## config.mk

```make
export PLATFORM = sky130hd
export DESIGN_NAME = axi_rdata_xbar_flat
export DESIGN_NICKNAME = d
export VERILOG_FILES = /design/src/rtl/axi_rdata_xbar_if.sv /design/src/rtl/axi_rdata_xbar.sv /design/src/flat_wrapper.sv
export SDC_FILE = /design/constraint.sdc
export NUM_CORES = 1
export LEC_CHECK = 0
export BUFFER_PORTS_ARGS = -buffer_cell sky130_fd_sc_hd__buf_4
export CAP_MARGIN = 30
export CELL_PAD_IN_SITES_DETAIL_PLACEMENT = 0
export CELL_PAD_IN_SITES_GLOBAL_PLACEMENT = 1
export CORE_AREA = 2 2 114 116
export CTS_BUF_LIST = sky130_fd_sc_hd__clkbuf_16
export CTS_CLUSTER_SIZE = 12
export DETAILED_ROUTE_END_ITERATION = 6
export DIE_AREA = 0 0 116 118
export PLACE_DENSITY_LB_ADDON = 0.3
export REMOVE_ABC_BUFFERS = 1
export SYNTH_ARGS = -nofsm -noshare
export SYNTH_HDL_FRONTEND = slang
export SYNTH_SLANG_ARGS = --single-unit
```

## constraint.sdc

```tcl
create_clock -name clk -period 4.28 [get_ports clk]
set_input_delay 0.856 -clock clk [delete_from_list [all_inputs] [get_ports clk]]
set_output_delay 0.856 -clock clk [all_outputs]
set_load 0.01 [all_outputs]
```

## src/rtl/axi_rdata_xbar_if.sv

```systemverilog
// R-channel bundle for the read-data crossbar: slave-side inputs, master-side
// outputs and the default-slave request port.
interface axi_rdata_xbar_if #(
  parameter int NUM_M  = 2,
  parameter int NUM_S  = 2,
  parameter int ID_W   = 4,
  parameter int MSEL_W = $clog2(NUM_M),
  parameter int DATA_W = 32
);
  localparam int IDS_W = ID_W + MSEL_W;

  logic [NUM_S*IDS_W-1:0]  rid_s;
  logic [NUM_S*DATA_W-1:0] rdata_s;
  logic [NUM_S*2-1:0]      rresp_s;
  logic [NUM_S-1:0]        rlast_s;
  logic [NUM_S-1:0]        rvalid_s;
  logic [NUM_S-1:0]        rready_s;

  logic [NUM_M*ID_W-1:0]   rid_m;
  logic [NUM_M*DATA_W-1:0] rdata_m;
  logic [NUM_M*2-1:0]      rresp_m;
  logic [NUM_M-1:0]        rlast_m;
  logic [NUM_M-1:0]        rvalid_m;
  logic [NUM_M-1:0]        rready_m;

  logic                    def_req;
  logic [IDS_W-1:0]        def_id;
  logic [7:0]              def_len;
  logic                    def_full;

  // The crossbar itself takes the slave view.
  modport slave (
    input  rid_s, rdata_s, rresp_s, rlast_s, rvalid_s, rready_m,
    input  def_req, def_id, def_len,
    output rready_s, rid_m, rdata_m, rresp_m, rlast_m, rvalid_m, def_full
  );

  modport master (
    output rid_s, rdata_s, rresp_s, rlast_s, rvalid_s, rready_m,
    output def_req, def_id, def_len,
    input  rready_s, rid_m, rdata_m, rresp_m, rlast_m, rvalid_m, def_full
  );
endinterface

```

## src/rtl/axi_rdata_xbar.sv

```systemverilog
// AXI R-channel crossbar: per-master round-robin arbitration with burst locking,
// plus a built-in default slave that replays queued DECERR bursts.
module axi_rdata_xbar #(
  parameter int NUM_M     = 2,
  parameter int NUM_S     = 2,
  parameter int ID_W      = 4,
  parameter int MSEL_W    = $clog2(NUM_M),
  parameter int DATA_W    = 32,
  parameter int DEF_DEPTH = 2
) (
  input logic              clk,
  input logic              rst,
  axi_rdata_xbar_if.slave  bus
);
  localparam int IDS_W   = ID_W + MSEL_W;
  localparam int NSRC    = NUM_S + 1;
  localparam int SRC_W   = $clog2(NSRC);
  localparam int NSRC_P2 = 1 << SRC_W;
  localparam int QP_W    = (DEF_DEPTH > 1) ? $clog2(DEF_DEPTH) : 1;
  localparam int QC_W    = $clog2(DEF_DEPTH + 1);

  typedef enum logic {IDLE, LOCKED} state_t;

  state_t             state [NUM_M];
  logic [SRC_W-1:0]   owner [NUM_M];
  logic [SRC_W-1:0]   ptr   [NUM_M];
  logic [SRC_W-1:0]   sel   [NUM_M];
  logic [NUM_M-1:0]   conn, hs, done;

  logic [NSRC_P2-1:0] src_valid, src_last;
  logic [IDS_W-1:0]   src_id   [NSRC_P2];
  logic [DATA_W-1:0]  src_data [NSRC_P2];
  logic [1:0]         src_resp [NSRC_P2];
  logic [NSRC_P2-1:0] req      [NUM_M];

  logic [IDS_W-1:0]   q_id  [DEF_DEPTH];
  logic [7:0]         q_len [DEF_DEPTH];
  logic [QP_W-1:0]    wr_ptr, rd_ptr;
  logic [QC_W-1:0]    q_count;
  logic [7:0]         beat_cnt;
  logic               def_valid, def_last, def_hs, def_pop, def_push, q_full;

  function automatic logic [SRC_W-1:0] next_src(input logic [SRC_W-1:0] s);
    return (int'(s) == NUM_S) ? '0 : s + SRC_W'(1);
  endfunction

  function automatic logic [QP_W-1:0] next_q(input logic [QP_W-1:0] p);
    return (p == QP_W'(DEF_DEPTH - 1)) ? '0 : p + QP_W'(1);
  endfunction

  assign def_valid    = (q_count != '0);
  assign def_last     = (beat_cnt == q_len[rd_ptr]);
  assign q_full       = (q_count == QC_W'(DEF_DEPTH));
  assign def_pop      = def_hs && def_last;
  assign def_push     = bus.def_req && (!q_full || def_pop);
  assign bus.def_full = q_full;

  // Flatten real slaves and the default slave into one source table; the
  // table is padded to a power of two so a SRC_W-bit select always lands in it.
  always_comb begin
    src_valid = '0;
    src_last  = '0;
    for (int s = 0; s < NSRC_P2; s++) begin
      src_id[s]   = '0;
      src_data[s] = '0;
      src_resp[s] = '0;
    end
    for (int s = 0; s < NUM_S; s++) begin
      src_valid[s] = bus.rvalid_s[s];
      src_id[s]    = bus.rid_s[s*IDS_W +: IDS_W];
      src_data[s]  = bus.rdata_s[s*DATA_W +: DATA_W];
      src_resp[s]  = bus.rresp_s[s*2 +: 2];
      src_last[s]  = bus.rlast_s[s];
    end
    src_valid[NUM_S] = def_valid;
    src_id[NUM_S]    = q_id[rd_ptr];
    src_resp[NUM_S]  = 2'b11;
    src_last[NUM_S]  = def_last;
  end

  always_comb begin
    for (int m = 0; m < NUM_M; m++) begin
      for (int s = 0; s < NSRC_P2; s++) begin
        req[m][s] = src_valid[s] && (src_id[s][IDS_W-1:ID_W] == MSEL_W'(m));
      end
    end
  end

  // A locked master only listens to its owner; otherwise scan from ptr.
  always_comb begin
    int idx;
    idx = 0;
    for (int m = 0; m < NUM_M; m++) begin
      conn[m] = 1'b0;
      sel[m]  = '0;
      if (state[m] == LOCKED) begin
        conn[m] = 1'b1;
        sel[m]  = owner[m];
      end else begin
        for (int k = 0; k < NSRC; k++) begin
          idx = int'(ptr[m]) + k;
          if (idx >= NSRC) idx = idx - NSRC;
          if (!conn[m] && req[m][idx]) begin
            conn[m] = 1'b1;
            sel[m]  = SRC_W'(idx);
          end
        end
      end
      if (!rst) conn[m] = 1'b0;
    end
  end

  always_comb begin
    bus.rvalid_m = '0;
    bus.rlast_m  = '0;
    bus.rid_m    = '0;
    bus.rdata_m  = '0;
    bus.rresp_m  = '0;
    bus.rready_s = '0;
    hs           = '0;
    done         = '0;
    def_hs       = 1'b0;
    for (int m = 0; m < NUM_M; m++) begin
      if (conn[m]) begin
        bus.rvalid_m[m]                 = src_valid[sel[m]];
        bus.rid_m[m*ID_W +: ID_W]       = src_id[sel[m]][ID_W-1:0];
        bus.rdata_m[m*DATA_W +: DATA_W] = src_data[sel[m]];
        bus.rresp_m[m*2 +: 2]           = src_resp[sel[m]];
        bus.rlast_m[m]                  = src_last[sel[m]];
        hs[m]   = src_valid[sel[m]] && bus.rready_m[m];
        done[m] = hs[m] && src_last[sel[m]];
        if (sel[m] == SRC_W'(NUM_S)) def_hs = def_hs | hs[m];
      end
      for (int s = 0; s < NUM_S; s++) begin
        if (conn[m] && sel[m] == SRC_W'(s)) bus.rready_s[s] = bus.rready_s[s] | bus.rready_m[m];
      end
    end
  end

  // Pointer advances past whichever source just finished a burst.
  always_ff @(posedge clk or negedge rst) begin
    if (!rst) begin
      for (int m = 0; m < NUM_M; m++) begin
        state[m] <= IDLE;
        owner[m] <= '0;
        ptr[m]   <= '0;
      end
    end else begin
      for (int m = 0; m < NUM_M; m++) begin
        case (state[m])
          IDLE: begin
            if (conn[m]) begin
              if (done[m]) begin
                ptr[m] <= next_src(sel[m]);
              end else begin
                state[m] <= LOCKED;
                owner[m] <= sel[m];
              end
            end
          end
          LOCKED: begin
            if (done[m]) begin
              state[m] <= IDLE;
              ptr[m]   <= next_src(owner[m]);
            end
          end
          default: state[m] <= IDLE;
        endcase
      end
    end
  end

  always_ff @(posedge clk or negedge rst) begin
    if (!rst) begin
      wr_ptr   <= '0;
      rd_ptr   <= '0;
      q_count  <= '0;
      beat_cnt <= '0;
    end else begin
      if (def_push) wr_ptr <= next_q(wr_ptr);
      if (def_pop)  rd_ptr <= next_q(rd_ptr);
      case ({def_push, def_pop})
        2'b10:   q_count <= q_count + QC_W'(1);
        2'b01:   q_count <= q_count - QC_W'(1);
        default: q_count <= q_count;
      endcase
      if (def_hs) beat_cnt <= def_last ? 8'd0 : beat_cnt + 8'd1;
    end
  end

  always_ff @(posedge clk) begin
    if (def_push) begin
      q_id[wr_ptr]  <= bus.def_id;
      q_len[wr_ptr] <= bus.def_len;
    end
  end
endmodule

```

## src/flat_wrapper.sv

```systemverilog
// flat-port wrapper written by rule: the top's interface ports become plain ports
module axi_rdata_xbar_flat 
#(
  parameter int NUM_M     = 2,
  parameter int NUM_S     = 2,
  parameter int ID_W      = 4,
  parameter int MSEL_W    = $clog2(NUM_M),
  parameter int DATA_W    = 32,
  parameter int DEF_DEPTH = 2
)
  (clk, rst, bus_rid_s, bus_rdata_s, bus_rresp_s, bus_rlast_s, bus_rvalid_s, bus_rready_m, bus_def_req, bus_def_id, bus_def_len, bus_rready_s, bus_rid_m, bus_rdata_m, bus_rresp_m, bus_rlast_m, bus_rvalid_m, bus_def_full);
  axi_rdata_xbar_if #(.NUM_M(NUM_M), .NUM_S(NUM_S), .ID_W(ID_W), .MSEL_W(MSEL_W), .DATA_W(DATA_W)) bus_i ();
  input logic clk;
  input logic rst;
  input wire logic [$bits(bus_i.rid_s)-1:0] bus_rid_s;
  input wire logic [$bits(bus_i.rdata_s)-1:0] bus_rdata_s;
  input wire logic [$bits(bus_i.rresp_s)-1:0] bus_rresp_s;
  input wire logic [$bits(bus_i.rlast_s)-1:0] bus_rlast_s;
  input wire logic [$bits(bus_i.rvalid_s)-1:0] bus_rvalid_s;
  input wire logic [$bits(bus_i.rready_m)-1:0] bus_rready_m;
  input wire logic [$bits(bus_i.def_req)-1:0] bus_def_req;
  input wire logic [$bits(bus_i.def_id)-1:0] bus_def_id;
  input wire logic [$bits(bus_i.def_len)-1:0] bus_def_len;
  output wire logic [$bits(bus_i.rready_s)-1:0] bus_rready_s;
  output wire logic [$bits(bus_i.rid_m)-1:0] bus_rid_m;
  output wire logic [$bits(bus_i.rdata_m)-1:0] bus_rdata_m;
  output wire logic [$bits(bus_i.rresp_m)-1:0] bus_rresp_m;
  output wire logic [$bits(bus_i.rlast_m)-1:0] bus_rlast_m;
  output wire logic [$bits(bus_i.rvalid_m)-1:0] bus_rvalid_m;
  output wire logic [$bits(bus_i.def_full)-1:0] bus_def_full;
  assign bus_i.rid_s = bus_rid_s;
  assign bus_i.rdata_s = bus_rdata_s;
  assign bus_i.rresp_s = bus_rresp_s;
  assign bus_i.rlast_s = bus_rlast_s;
  assign bus_i.rvalid_s = bus_rvalid_s;
  assign bus_i.rready_m = bus_rready_m;
  assign bus_i.def_req = bus_def_req;
  assign bus_i.def_id = bus_def_id;
  assign bus_i.def_len = bus_def_len;
  assign bus_rready_s = bus_i.rready_s;
  assign bus_rid_m = bus_i.rid_m;
  assign bus_rdata_m = bus_i.rdata_m;
  assign bus_rresp_m = bus_i.rresp_m;
  assign bus_rlast_m = bus_i.rlast_m;
  assign bus_rvalid_m = bus_i.rvalid_m;
  assign bus_def_full = bus_i.def_full;
  axi_rdata_xbar #(.NUM_M(NUM_M), .NUM_S(NUM_S), .ID_W(ID_W), .MSEL_W(MSEL_W), .DATA_W(DATA_W), .DEF_DEPTH(DEF_DEPTH)) u_core (.clk(clk), .rst(rst), .bus(bus_i));
endmodule
```

**Word-level counts from Yosys, hierarchy flattened**

Memory sizes are Yosys's and may differ from the RTL's.
Cells that the tools add are included.

- Memories kept: 2
- Bits in read-only memories: 0
- Bits in latches: 0
- Memory bits (writable): 26
- Register bits after elaboration: 22
- Word-level logic and storage cells: 233
- Output and inout port bits: 83
- Bits of input ports: 100

- Reduce and logical (&&, ||, !) cells: 34
- $mul: 0
- Muxes and demuxes: 122
- Eq/ne operators: 18
- Add/sub/neg operators: 19
- Divide/modulo/power cells: 0
- Order comparisons: 16
- Shift-type cells: 0
- Bitwise operators: 12

Memories:

| name | words | width | rd ports | clocked after Yosys merged registers in | wr ports | line | RTL |
|---|---|---|---|---|---|---|---|
| u_core.q_len | 2 | 8 | 1 | 0 | 1 | axi_rdata_xbar.sv:37 | `logic [7:0] q_len [DEF_DEPTH];` |
| u_core.q_id | 2 | 5 | 1 | 0 | 1 | axi_rdata_xbar.sv:36 | `logic [IDS_W-1:0] q_id [DEF_DEPTH];` |

Operators by type and width:

| operator | number |
|---|---|
| $mux 32 | 18 |
| $lt 32x4->1 const B | 6 |
| $bmux 32 s2 | 2 |
| $ge 32x3->1 const B | 4 |
| $sub 32x3->32 const B | 4 |
| $mux 1 | 52 |
| $mux 2 | 24 |
| $mux 4 | 6 |
| $bmux 1 s2 | 10 |
| $bmux 5 s2 | 2 |
| $logic_and 1x1->1 | 20 |
| $eq 2x2->1 const B | 8 |
| $pmux 2 s2 | 3 |
| $reduce_and 3->1 | 4 |
| $add 2x1->2 const B | 5 |
| $add 8x1->8 const B | 1 |
| $bmux 2 s2 | 2 |
| $eq 8x8->1 | 1 |
| $mux 8 | 1 |
| $ne 2x1->1 const B | 4 |
| $not 1->1 | 7 |
| $add 2x1->3 const B | 2 |
| $add 2x2->3 const B | 2 |
| $eq 2x1->1 const B | 3 |
| other kinds (14) | 30 |

**Logic depth before layout (Yosys ltp)**

Gate-level depths: netlist of run 1.

- Word-level depth: 29
- Depth in mapped cells: 11
- Gate-level depth less buffers: 9

**Worst setup path after synthesis of run 1**

OpenSTA, ideal clock, no wires.

- Path type: in2out
- Start point: input port bus_rid_s[4]
- End point: output port bus_rdata_m[22]
- Data required time: 3424 ps
- Arrival time: 2455 ps
- Buffers on the path: 2
- Setup slack: 969 ps
- Cell stages on the path: 8
- Cells stage by stage: nand2b_1 -> maj3_2 -> o21a_1 -> nor2_1 -> buf_2 -> clkbuf_1 -> nand2_1 -> a21oi_1

- Cells in the longest elaborated chain, start to end: 20
- Elaborated cells on any way between the ends: 31
- Classes of those cells: mux: 24; bitwise: 2; reduce/logical: 5

Ends and longest elaborated chain:

| what | line | RTL |
|---|---|---|
| start: declaration | flat_wrapper.sv:15 | `input wire logic [$bits(bus_i.rid_s)-1:0] bus_rid_s;` |
| $not 1->1 (*) | axi_rdata_xbar.sv:84 | `req[m][s] = src_valid[s] && (src_id[s][IDS_W-1:ID_W] == MSEL_W'(m));` |
| $logic_and 1x1->1 (*) | axi_rdata_xbar.sv:84 |  |
| $bmux 1 s2 | axi_rdata_xbar.sv:103 | `if (!conn[m] && req[m][idx]) begin` |
| $mux 1 (not written as such) (2 in series) | axi_rdata_xbar.sv:103 |  |
| $mux 1 | axi_rdata_xbar.sv:103 |  |
| $mux 1 | axi_rdata_xbar.sv:96 | `if (state[m] == LOCKED) begin` |
| $logic_not 1->1 | axi_rdata_xbar.sv:103 |  |
| $logic_and 1x1->1 | axi_rdata_xbar.sv:103 |  |
| [... 2 more ...] | -- |  |
| $logic_not 1->1 | axi_rdata_xbar.sv:103 |  |
| $logic_and 1x1->1 | axi_rdata_xbar.sv:103 |  |
| $mux 2 | axi_rdata_xbar.sv:103 |  |
| $mux 2 | axi_rdata_xbar.sv:96 |  |
| $not 2->3 (not written as such) | axi_rdata_xbar.sv:127 | `bus.rdata_m[m*DATA_W +: DATA_W] = src_data[sel[m]];` |
| $bmux 32 s2 | axi_rdata_xbar.sv:127 |  |
| $mux 32 (not written as such) (2 in series) | axi_rdata_xbar.sv:127 |  |
| $mux 32 (*) | axi_rdata_xbar.sv:124 | `if (conn[m]) begin` |
| end: declaration | flat_wrapper.sv:26 | `output wire logic [$bits(bus_i.rdata_m)-1:0] bus_rdata_m;` |

Mark *: on every way between the ends. The rest lies on a longest branch, timed or not. The select of a mux whose other input is x is not followed.

**Worst setup path after layout of run 1**

- Start point: register u_core.ptr[2] (netlist bit)
- End point: output port bus_rdata_m[0]

- Cells in the longest elaborated chain, start to end: 21
- Elaborated cells on any way between the ends: 43
- Classes of those cells: add/sub: 5; order compare: 3; mux: 30; bitwise: 1; reduce/logical: 4

Ends and longest elaborated chain:

| what | line | RTL |
|---|---|---|
| start: declaration | axi_rdata_xbar.sv:26 | `logic [SRC_W-1:0] ptr [NUM_M];` |
| start signal: indexed assignment | axi_rdata_xbar.sv:154 | `ptr[m] <= next_src(sel[m]);` |
| start signal: indexed assignment | axi_rdata_xbar.sv:164 | `ptr[m] <= next_src(owner[m]);` |
| branches (longest 20 deep; another with $sub 32x3->32) | -- |  |
| $mux 32 (*) | axi_rdata_xbar.sv:124 |  |

Mark *: on every way between the ends. The select of a mux whose other input is x is not followed.

==> flow_metrics.py, run 1 <==
metrics = {
    "power": {
        "sw_frac_of_total_pct": 45.22,
        "p_sw_mw": 1.537,
        "power_mw": 3.398,
        "ir_drop_mv": 0.2936,
        "clkPwrFrac_pct": 14.8,
        "power.density_nw_per_um2": 591.6,
        "internal-power_mw": 1.861,
        "p_comb_share_pct": 64.7,
        "seqPwrFrac_pct": 20.5,
        "leakage_nw": 2.573,
    },
    "drt": {
        "dr.pass1.iters": 6,
        "via_per_inst": 5.250,
        "drt_first_iter_violations": 322,
        "ant_nets": 0,
        "wirelength_um": 14720,
        "vias": 4510,
        "routedWlPerCell_um": 17.14,
        "remaining_drc_errors": 0,
    },
    "critical_path": {
        "ff2ff_path_depth": 10,
        "worst-path-max-fanout": 14,
        "r2r_end": "u_core.q_id[0][2]",
        "critPathKind": "reg -> out",
        "crit_end": "bus_rdata_m[0]",
        "r2r_slack_ns": 1.10,
        "startpoint_type": "flip-flop",
        "critical_path.startpoint": "u_core.ptr[2]",
        "worstPathArrival_ns": 3.16,
        "worstPathRequired_ns": 3.42,
        "crit_path_end_kind": "primary output",
        "rr_startpoint": "u_core.ptr[0]",
    },
    "timing": {
        "slew_headroom_pct": 51.03,
        "grt_setup_unrepaired": "false",
        "final_hold_viol_count": 0,
        "fin_skew_ns": 0.005611,
        "layout_min_cycle_time_ns": 4.018,
        "finalSetupTns_ns": 0,
        "drv_slew": 0,
        "fmax_mhz": 248.9,
        "period_share_pct": 93.87,
        "finalSetupViolCount": 0,
        "worst_pin_slew_ns": 0.7317,
    },
    "global_routing": {
        "grt_pass1_vias": 4292,
        "grt_max_degree": 33,
        "grt_use_total_pct": 20.72,
        "overflow": 0,
        "antenna_found_initial": 0,
        "grt_pass1_wl_um": 22930,
    },
    "yosys": {
        "seq_area_frac_synth_pct": 33.09,
        "synth_compound_area_share_pct": 24.73,
        "synthAdderAreaFrac_pct": 2.084,
        "netlist.area_leader.share_pct": 19.41,
        "synthArstFlopShare_pct": 45.83,
        "yosys.area_share.simple_pct": 24.45,
        "synth_top_family_by_area": "compound AO/OA/AOI/OAI gates",
        "synthMuxAreaShare_pct": 7.994,
        "synth-seq-cells": 48,
        "synth_area_leaders": "edfxtp_1, nand2_1, dfrtp_1",
        "synthCells": 518,
        "synth_area_sq_um": 4023,
        "synthFlopType": "edfxtp_1",
        "yosysTopAreaCell": "edfxtp_1",
        "synth_cell_types": 73,
        "synthXorXnorAreaFrac_pct": 1.960,
        "ys_warn_count": 0,
        "synth_edf_count": 26,
        "syn-mean-instance-area_sq_um": 7.766,
    },
    "clocking": {
        "post_cts_buffers": 0,
        "path_clk_slew_ns": 0.07,
        "cts-resized-gates": 0,
        "clock_latency_ns": 0.29,
        "cts_made_buffers": 5,
        "cts_root_buf": "clkbuf_16",
        "h-tree-depth": 2,
        "hold_buffers": 0,
        "cts_tree": "built",
        "clk_path_buf_depth": 2,
        "clkSinkCount": 48,
    },
    "placement": {
        "place.detailed.hpwl_um": 11590,
        "gp_congestion": 0.8729,
        "place.port_buffers": 182,
        "dp_cells": 851,
    },
    "finish": {
        "area_growth_pct": 42.80,
        "final_cells": 859,
        "antenna_cells": 0,
        "drive_above_1_share_pct": 33.62,
        "final_nets": 791,
        "layout_commonest_cell": "buf_4",
        "final_cell_mix": "buf_4, nand2_1, a21oi_1",
    },
    "hold_path": {
        "holdCritPathClass": "in -> async",
    },
    "job": {
        "max_cap_viol_count": 0,
    },
    "floorplan": {
        "start_util_pct": 32.40,
        "die_w_um": 116,
        "die_h_um": 118,
        "core_sq_um": 12410,
        "rows": 41,
        "io_pins": 183,
        "die_area_sq_um": 13690,
    },
    "status": {
        "status": "finished clean",
    },
}
## power by group through the flow
stage	sequential (mW)	combinational (mW)	clock [mW]
3_5_place_dp	0.704	2.20	0
2_1_floorplan	0.684	1.24	0
4_1_cts	0.695	2.21	0.511
3_3_place_gp	0.698	2.18	0
5_1_grt	0.709	2.40	0.530
6_report	0.696	2.20	0.503
## metrics by stage
step / setup slack, ns / util [%] / instance area, sq um / hold WS (ns)
after global placement: 0.4051 / 44.71 / 5550 / 0.5059
after floorplan: 0.04723 / - / 3835 / 0.4661
after detailed placement: 0.4048 / 44.71 / 5550 / 0.5142
final: 0.2624 / 46.27 / 5744 / 0.4821
after global routing: 0.04912 / 46.27 / 5744 / 0.5031
after CTS: 0.2412 / 46.27 / 5744 / 0.4935
## kinds of logic (layout without fill, tap and decap cells)
family | after synthesis | in the layout
AOI/OAI and AO/OA | 150 | 150
muxes | 30 | 30
DFF | 48 | 48
buffers and inverters | 48 | 217
xor gates and xnor gates | 9 | 9
adders and majority gates | 7 | 7
and+or+nand+nor | 226 | 226
## worst max-delay path: stages (launching register included)
cell and delay, ns:
dfrtp_1 0.38, inv_1 0.06, ha_1 0.41, a31o_2 0.32, a311oi_2 0.27, o21ai_2 0.15
nand2_1 0.48, buf_4 0.32, nand2_1 0.07, a21oi_1 0.24, buf_4 0.17
## cells in the mapped netlist, types with 5 or more instances
library cell / count
dfrtp_1: 22
mux2_1: 5
nand2_1: 152
nand3_1: 12
a21oi_1: 73
buf_2: 12
edfxtp_1: 26
xnor2_1: 7
mux2i_1: 22
ha_1: 5
nor2_1: 30
and2_1: 5
o22a_1: 9
clkbuf_1: 18
inv_1: 11
o21ai_0: 19
## per-layer routing
| metal | vias to the layer above | routed length (um) | GRT usage [%] |
|---|---|---|---|
| met5 | - | 0 | 0 |
| met4 | 0 | 234 | 3.571 |
| met3 | 21 | 899 | 3.553 |
| met2 | 180 | 7421 | 36.70 |
| met1 | 2146 | 6167 | 26.52 |
| li1 | 2163 | - | - |
## final cells by class
| class | count | area [sq um] |
|---|---|---|
| Sequential cell | 48 | 1331 |
| Multi-Input combinational cell | 422 | 2476 |
| Fill cell | 1260 | 6670 |
| Clock inverter | 3 | 68.82 |
| Timing Repair Buffer | 198 | 1486 |
| Tap cell | 172 | 215.2 |
| Clock buffer | 5 | 125.1 |
| Inverter | 11 | 41.29 |
## sequential cells by signal, summed over array words and instances (netlist names), named ones only
register and cells:
u_core.ptr 4, u_core.q_len 16, u_core.q_id 10, u_core.owner 4
u_core.rd_ptr 1, u_core.q_count 2, u_core.wr_ptr 1, u_core.beat_cnt 8
## how the worst min path moves through the flow
stage,slack [ns],startpoint,cells after the start,to
5_1_grt,0.50,rst,1,u_core.rd_ptr
4_1_cts,0.49,rst,1,u_core.beat_cnt[1]
2_1_floorplan,0.47,u_core.beat_cnt[7],1,u_core.beat_cnt[7]
3_3_place_gp,0.51,u_core.ptr[0],1,u_core.ptr[0]
6_report,0.48,rst,1,u_core.wr_ptr
3_5_place_dp,0.51,u_core.owner[0],1,u_core.owner[0]
Note: power is estimated with default switching activity, not from simulation.
==> run 2: changes to the inputs <==
--- a/config.mk
+++ b/config.mk
@@ -14,6 +14,7 @@
 export CTS_CLUSTER_SIZE = 12
 export DETAILED_ROUTE_END_ITERATION = 6
 export DIE_AREA = 0 0 116 118
+export GPL_TIMING_DRIVEN = 0
 export PLACE_DENSITY_LB_ADDON = 0.3
 export REMOVE_ABC_BUFFERS = 1
 export SYNTH_ARGS = -nofsm -noshare
==> run 2 against run 1 <==
  * Cell count down 0.81%
  * Utilization increased by 0.12 points
  * Non-clock buffer count decreased by 8
  * Worst hold slack lost 0.0040 ns
  * Maximum frequency decreased by 0.94%
  * First-iteration DRC count decreased by 6.5%
  * Sequential power is essentially flat
  * Via count shrank 1.9%
  * Largest cell class unchanged
==> flow_metrics.py, run 2 (synthesized netlist as in run 1, its figures left out) <==
metrics = {
    "finish": {
        "layout_commonest_cell": "buf_4",
        "final_cells": 852,
        "area_growth_pct": 43.17,
        "final_area_sq_um": 5759,
        "fin_util_pct": 46.39,
        "drive_above_1_share_pct": 33.58,
        "largest-register": "u_core.q_len",
        "multi_input_area_sq_um": 2491,
        "final_nets": 783,
        "regArea_sq_um": 1333,
        "reg_top3": "u_core.q_len x16, u_core.q_id x10, u_core.beat_cnt x8",
        "fillers": 1243,
        "final_cell_mix": "buf_4, nand2_1, a21oi_1",
        "largest_register_ffs": 16,
    },
    "critical_path": {
        "slowest_stage": "or2_2",
        "rr_startpoint": "u_core.ptr[0]",
        "worstPathRequired_ns": 3.42,
        "critPathKind": "in -> out",
        "ff2ff_path_depth": 10,
        "worstPathArrival_ns": 3.20,
        "r2r_end": "u_core.q_id[1][1]",
        "cp_num_buf_inv": 3,
        "worst-path-max-fanout": 17,
        "cp_slowest_stage_delay_ns": 0.57,
        "r2r_slack_ns": 0.81,
        "cp_cell_sequence": "buf_4, nand2b_1, a21oi_1, a211o_1, nand2_1, or2_2, buf_8, a21oi_1, buf_4",
        "startpoint_type": "primary input",
        "path_delay_family": "simple AND/OR/NAND/NOR gates",
        "crit_path_end_kind": "primary output",
    },
    "power": {
        "leakage_nw": 2.560,
        "ir_drop_mv": 0.2589,
        "power.density_nw_per_um2": 593.0,
        "power_mw": 3.415,
    },
    "floorplan": {
        "rows": 41,
        "io_pins": 183,
        "start_util_pct": 32.40,
        "core_sq_um": 12410,
        "die_w_um": 116,
        "die_h_um": 118,
        "die_area_sq_um": 13690,
    },
    "placement": {
        "dp_cells": 842,
        "gp_congestion": 0.8890,
        "post_dp_cell_area_sq_um": 5547,
        "place.port_buffers": 182,
        "place.detailed.hpwl_um": 11210,
    },
    "timing": {
        "layout_min_cycle_time_ns": 4.056,
        "grt_setup_unrepaired": "false",
        "finalSetupTns_ns": 0,
        "finalSetupViolCount": 0,
        "period_share_pct": 94.76,
        "fmax_mhz": 246.6,
        "fin_skew_ns": 0.004777,
        "final_hold_viol_count": 0,
        "worst_pin_slew_ns": 0.8549,
        "slew_headroom_pct": 42.80,
        "drv_slew": 0,
    },
    "job": {
        "max_cap_viol_count": 0,
    },
    "global_routing": {
        "grt_pass1_vias": 4178,
        "antenna_found_initial": 1,
        "grt_use_total_pct": 20.40,
        "grt_max_degree": 39,
        "grt_pass1_wl_um": 22400,
        "overflow": 0,
    },
    "status": {
        "status": "finished clean",
    },
    "drt": {
        "drt_first_iter_violations": 301,
        "wirelength_um": 14540,
        "routedWlPerCell_um": 17.07,
        "vias": 4426,
        "remaining_drc_errors": 0,
        "dr.pass1.iters": 5,
        "via_per_inst": 5.195,
        "ant_nets": 0,
    },
    "clocking": {
        "path_clk_slew_ns": 0.06,
        "cts_tree": "built",
        "h-tree-depth": 2,
        "clkSinkCount": 48,
        "cts_root_buf": "clkbuf_16",
        "hold_buffers": 0,
        "clock_latency_ns": 0.29,
        "clk_path_buf_depth": 2,
        "cts_made_buffers": 5,
    },
    "hold_path": {
        "holdCritPathClass": "in -> async",
    },
}
run 2: power by group:
part / leakage [nW] / internal (mW) / switching, mW
clock: 0.0944 / 0.337 / 0.168
sequential: 0.516 / 0.610 / 0.0852
combinational: 1.95 / 0.924 / 1.29
run 2: worst max path at each step:
stage / depth (start not counted) / from / to / slack [ns]
floorplan: 6 / u_core.rd_ptr / bus_rlast_m[1] / 0.05
global placement: 7 / u_core.rd_ptr / bus_rlast_m[1] / -1.57
detailed placement: 9 / bus_rvalid_s[1] / bus_rdata_m[0] / -0.15
CTS: 8 / u_core.rd_ptr / bus_rready_s[0] / 0.17
global route: 10 / u_core.ptr[0] / bus_rid_m[7] / 0.03
finish: 9 / bus_rid_s[9] / bus_rdata_m[0] / 0.22
run 2: per-stage QoR:
stage | hold WS (ns) | worst slack, ns
5_1_grt | 0.5007 | 0.03279
3_5_place_dp | 0.4942 | -0.1492
3_3_place_gp | 0.5030 | -1.574
6_report | 0.4781 | 0.2244
4_1_cts | 0.4881 | 0.1728
2_1_floorplan | 0.4661 | 0.04723
run 2: what timing repair did:
action / 4_1_cts / 5_1_grt
pin swaps: 1 / 0
endpoints found under the setup margin: 67 / 1
resized for setup: 4 / 1
setup buffers: 1 / 0
gates cloned: 0 / 0
run 2: routing by layer:
| layer | GRT usage, % | wire length (um) | vias to the layer above |
|---|---|---|---|
| met4 | 3.125 | 119 | 0 |
| met3 | 3.605 | 1036 | 9 |
| li1 | - | - | 2147 |
| met2 | 36.18 | 7401 | 164 |
| met5 | 0 | 0 | - |
| met1 | 26.16 | 5985 | 2106 |
run 2: cell type report:
| type | instances | share of cell area [%] |
|---|---|---|
| multi-input combinational | 422 | 43.25 |
| timing repair buffer | 190 | 25.74 |
| sequential | 48 | 23.14 |
| tap | 172 | 3.737 |
| clock buffer | 5 | 2.172 |
| clock inverter | 3 | 1.195 |
| inverter | 11 | 0.7169 |
| antenna | 1 | 0.04345 |
==> run 3: changes to the inputs <==
--- a/config.mk
+++ b/config.mk
@@ -5,15 +5,16 @@
 export SDC_FILE = /design/constraint.sdc
 export NUM_CORES = 1
 export LEC_CHECK = 0
+export ABC_AREA = 1
 export BUFFER_PORTS_ARGS = -buffer_cell sky130_fd_sc_hd__buf_4
 export CAP_MARGIN = 30
 export CELL_PAD_IN_SITES_DETAIL_PLACEMENT = 0
 export CELL_PAD_IN_SITES_GLOBAL_PLACEMENT = 1
-export CORE_AREA = 2 2 114 116
+export CORE_AREA = 2 2 130 100
 export CTS_BUF_LIST = sky130_fd_sc_hd__clkbuf_16
 export CTS_CLUSTER_SIZE = 12
 export DETAILED_ROUTE_END_ITERATION = 6
-export DIE_AREA = 0 0 116 118
+export DIE_AREA = 0 0 132 102
 export GPL_TIMING_DRIVEN = 0
 export PLACE_DENSITY_LB_ADDON = 0.3
 export REMOVE_ABC_BUFFERS = 1
==> run 3 against run 2 <==
  * Cell count is 5.4% higher
  * Worst hold slack worse by 0.017 ns
  * Die area is 1.6% lower
  * Synthesized cell count is 6.4% higher
  * Clock power is 7.3% lower
  * Synthesized area is 1.8% lower
  * Combinational power is 37% higher
  * Non-clock buffer count is 6 higher
  * Highest routed layer unchanged
==> flow_metrics.py, run 3 <==
metrics = {
    "status": {
        "status": "finished clean",
    },
    "critical_path": {
        "slowest_stage": "nor2_2",
        "cp_cell_sequence": "inv_2, nand2_1, nand2_1, nand3_2, nand2_2, inv_2, nand3_1, nand2_1, nand3_2, nand2_4, nor2_2, a22oi_1, nor2_1, buf_4",
        "r2r_slack_ns": 0.50,
        "cp.depth": 14,
        "ff2ff_path_depth": 17,
        "crit_path_end_kind": "primary output",
        "startpoint_type": "flip-flop",
        "crit_top_cell": "nand2_1",
        "worstPathArrival_ns": 3.22,
        "cp_slowest_stage_delay_ns": 0.69,
        "worstPathRequired_ns": 3.42,
        "path_delay_family": "simple AND/OR/NAND/NOR gates",
        "cp_num_buf_inv": 3,
        "worst-path-max-fanout": 17,
        "rr_startpoint": "u_core.rd_ptr",
        "r2r_end": "u_core.q_len[1][7]",
        "critPathKind": "reg -> out",
    },
    "yosys": {
        "ys_warn_count": 0,
        "synthArstFlopShare_pct": 45.83,
        "yosysTopAreaCell": "edfxtp_1",
        "synth_common_cells": "nand2_1, nor2_1, a22oi_1, inv_1, nand3_1",
        "synth_area_sq_um": 3950,
        "syn-mean-instance-area_sq_um": 7.169,
        "synth_cell_types": 40,
        "synth_edf_count": 26,
        "synth_most_common_cell": "nand2_1",
        "synth-seq-cells": 48,
        "synthCells": 551,
        "netlist.area_leader.share_pct": 19.77,
        "seq_area_frac_synth_pct": 33.70,
        "synthFlopType": "edfxtp_1",
        "synth_area_leaders": "edfxtp_1, dfrtp_1, a22oi_1",
    },
    "finish": {
        "fillers": 1229,
        "regArea_sq_um": 1333,
        "antenna_cells": 0,
        "area_growth_pct": 45.99,
        "largest-register": "u_core.q_len",
        "final_cell_mix": "buf_4, nand2_1, nor2_1",
        "final_cells": 898,
        "reg_top3": "u_core.q_len x16, u_core.q_id x10, u_core.beat_cnt x8",
        "layout_commonest_cell": "buf_4",
        "largest_register_ffs": 16,
        "fin_util_pct": 47.54,
        "multi_input_area_sq_um": 2322,
        "final_nets": 836,
        "drive_above_1_share_pct": 34.43,
        "final_area_sq_um": 5767,
    },
    "hold_path": {
        "holdCritPathClass": "in -> async",
    },
    "timing": {
        "fmax_mhz": 245.3,
        "drv_slew": 0,
        "worst_pin_slew_ns": 0.8671,
        "fin_skew_ns": 0.007916,
        "finalSetupTns_ns": 0,
        "grt_setup_unrepaired": "false",
        "finalSetupViolCount": 0,
        "final_hold_viol_count": 0,
        "layout_min_cycle_time_ns": 4.077,
        "slew_headroom_pct": 42.13,
        "period_share_pct": 95.26,
    },
    "drt": {
        "drt_first_iter_violations": 265,
        "routedWlPerCell_um": 16.82,
        "wirelength_um": 15110,
        "via_per_inst": 5.098,
        "ant_nets": 0,
        "dr.pass1.iters": 5,
        "remaining_drc_errors": 0,
        "vias": 4578,
    },
    "floorplan": {
        "io_pins": 183,
        "die_h_um": 102,
        "core_sq_um": 12130,
        "die_area_sq_um": 13460,
        "die_w_um": 132,
        "start_util_pct": 32.56,
        "rows": 35,
    },
    "global_routing": {
        "antenna_found_initial": 0,
        "grt_max_degree": 36,
        "overflow": 0,
        "grt_pass1_vias": 4383,
        "grt_pass1_wl_um": 22710,
        "grt_use_total_pct": 20.83,
    },
    "power": {
        "leakage_nw": 2.855,
        "power_mw": 4.274,
        "ir_drop_mv": 0.2498,
        "power.density_nw_per_um2": 741.2,
    },
    "clocking": {
        "cts_root_buf": "clkbuf_16",
        "cts_tree": "built",
        "cts_made_buffers": 5,
        "path_clk_slew_ns": 0.07,
        "clk_path_buf_depth": 2,
        "h-tree-depth": 2,
        "clock_latency_ns": 0.29,
        "clkSinkCount": 48,
    },
    "placement": {
        "place.port_buffers": 182,
        "gp_congestion": 0.8437,
        "place.detailed.hpwl_um": 11300,
        "dp_cells": 879,
        "post_dp_cell_area_sq_um": 5499,
    },
    "job": {
        "max_cap_viol_count": 0,
    },
}
run 3: metrics by stage:
| step | worst slack [ns] | hold slack [ns] |
|---|---|---|
| floorplan | 0.7096 | 0.4417 |
| global placement | -0.4485 | 0.4532 |
| detailed placement | -0.01607 | 0.4670 |
| CTS | 0.07026 | 0.4748 |
| global route | 0.01772 | 0.4875 |
| finish | 0.2027 | 0.4611 |
run 3: kinds of logic (layout without fill, tap and decap cells):
group / after synthesis / count (layout) / share of synthesized area [%]
simple gates: 297 / 299 / 33.61
compound gates: 113 / 113 / 20.49
buf+inv: 76 / 255 / 7.950
flops: 48 / 48 / 33.70
xor+xnor: 12 / 12 / 2.661
fa+ha+maj: 5 / 5 / 1.584
run 3: how the worst max path moves through the flow:
stage                                from           endpoint  slack, ns
after floorplan           bus_rvalid_s[0]       bus_rid_m[6]       0.71
after global placement      u_core.rd_ptr  u_core.q_id[1][2]      -0.45
after detailed placement    u_core.rd_ptr     bus_rlast_m[1]      -0.02
after CTS                   u_core.rd_ptr    bus_rdata_m[12]       0.07
after global routing        u_core.ptr[2]    bus_rready_s[1]       0.02
final                       u_core.rd_ptr    bus_rdata_m[19]       0.20
run 3: timing repair:
item                       CTS  global route
cloned                       1             1
buffers inserted             3             6
setup endpoints to repair   61            77
gates resized for setup      1             4
pin swaps                    2             2
hold buffers                 0             0
run 3: power breakdown:
| group | total, mW | switching, mW | internal (mW) |
|---|---|---|---|
| clock | 0.468 | 0.185 | 0.282 |
| sequential | 0.752 | 0.118 | 0.634 |
| combinational | 3.05 | 1.85 | 1.20 |
| total | 4.27 | 2.16 | 2.12 |
run 3: area by class of cell:
class | count | area share, %
clock inverter | 3 | 0.8679
timing repair buffer | 196 | 26.47
sequential | 48 | 23.11
inverter | 51 | 3.515
tap | 166 | 3.602
clock buffer | 5 | 2.170
multi-input combinational | 429 | 40.27
run 3: routing by layer:
layer / global-route usage (%) / wire (um) / up-vias
li1: - / - / 2236
met1: 29.54 / 6806 / 2134
met2: 34.29 / 7086 / 191
met3: 3.373 / 1035 / 17
met4: 3.428 / 176 / 0
met5: 0 / 0 / -
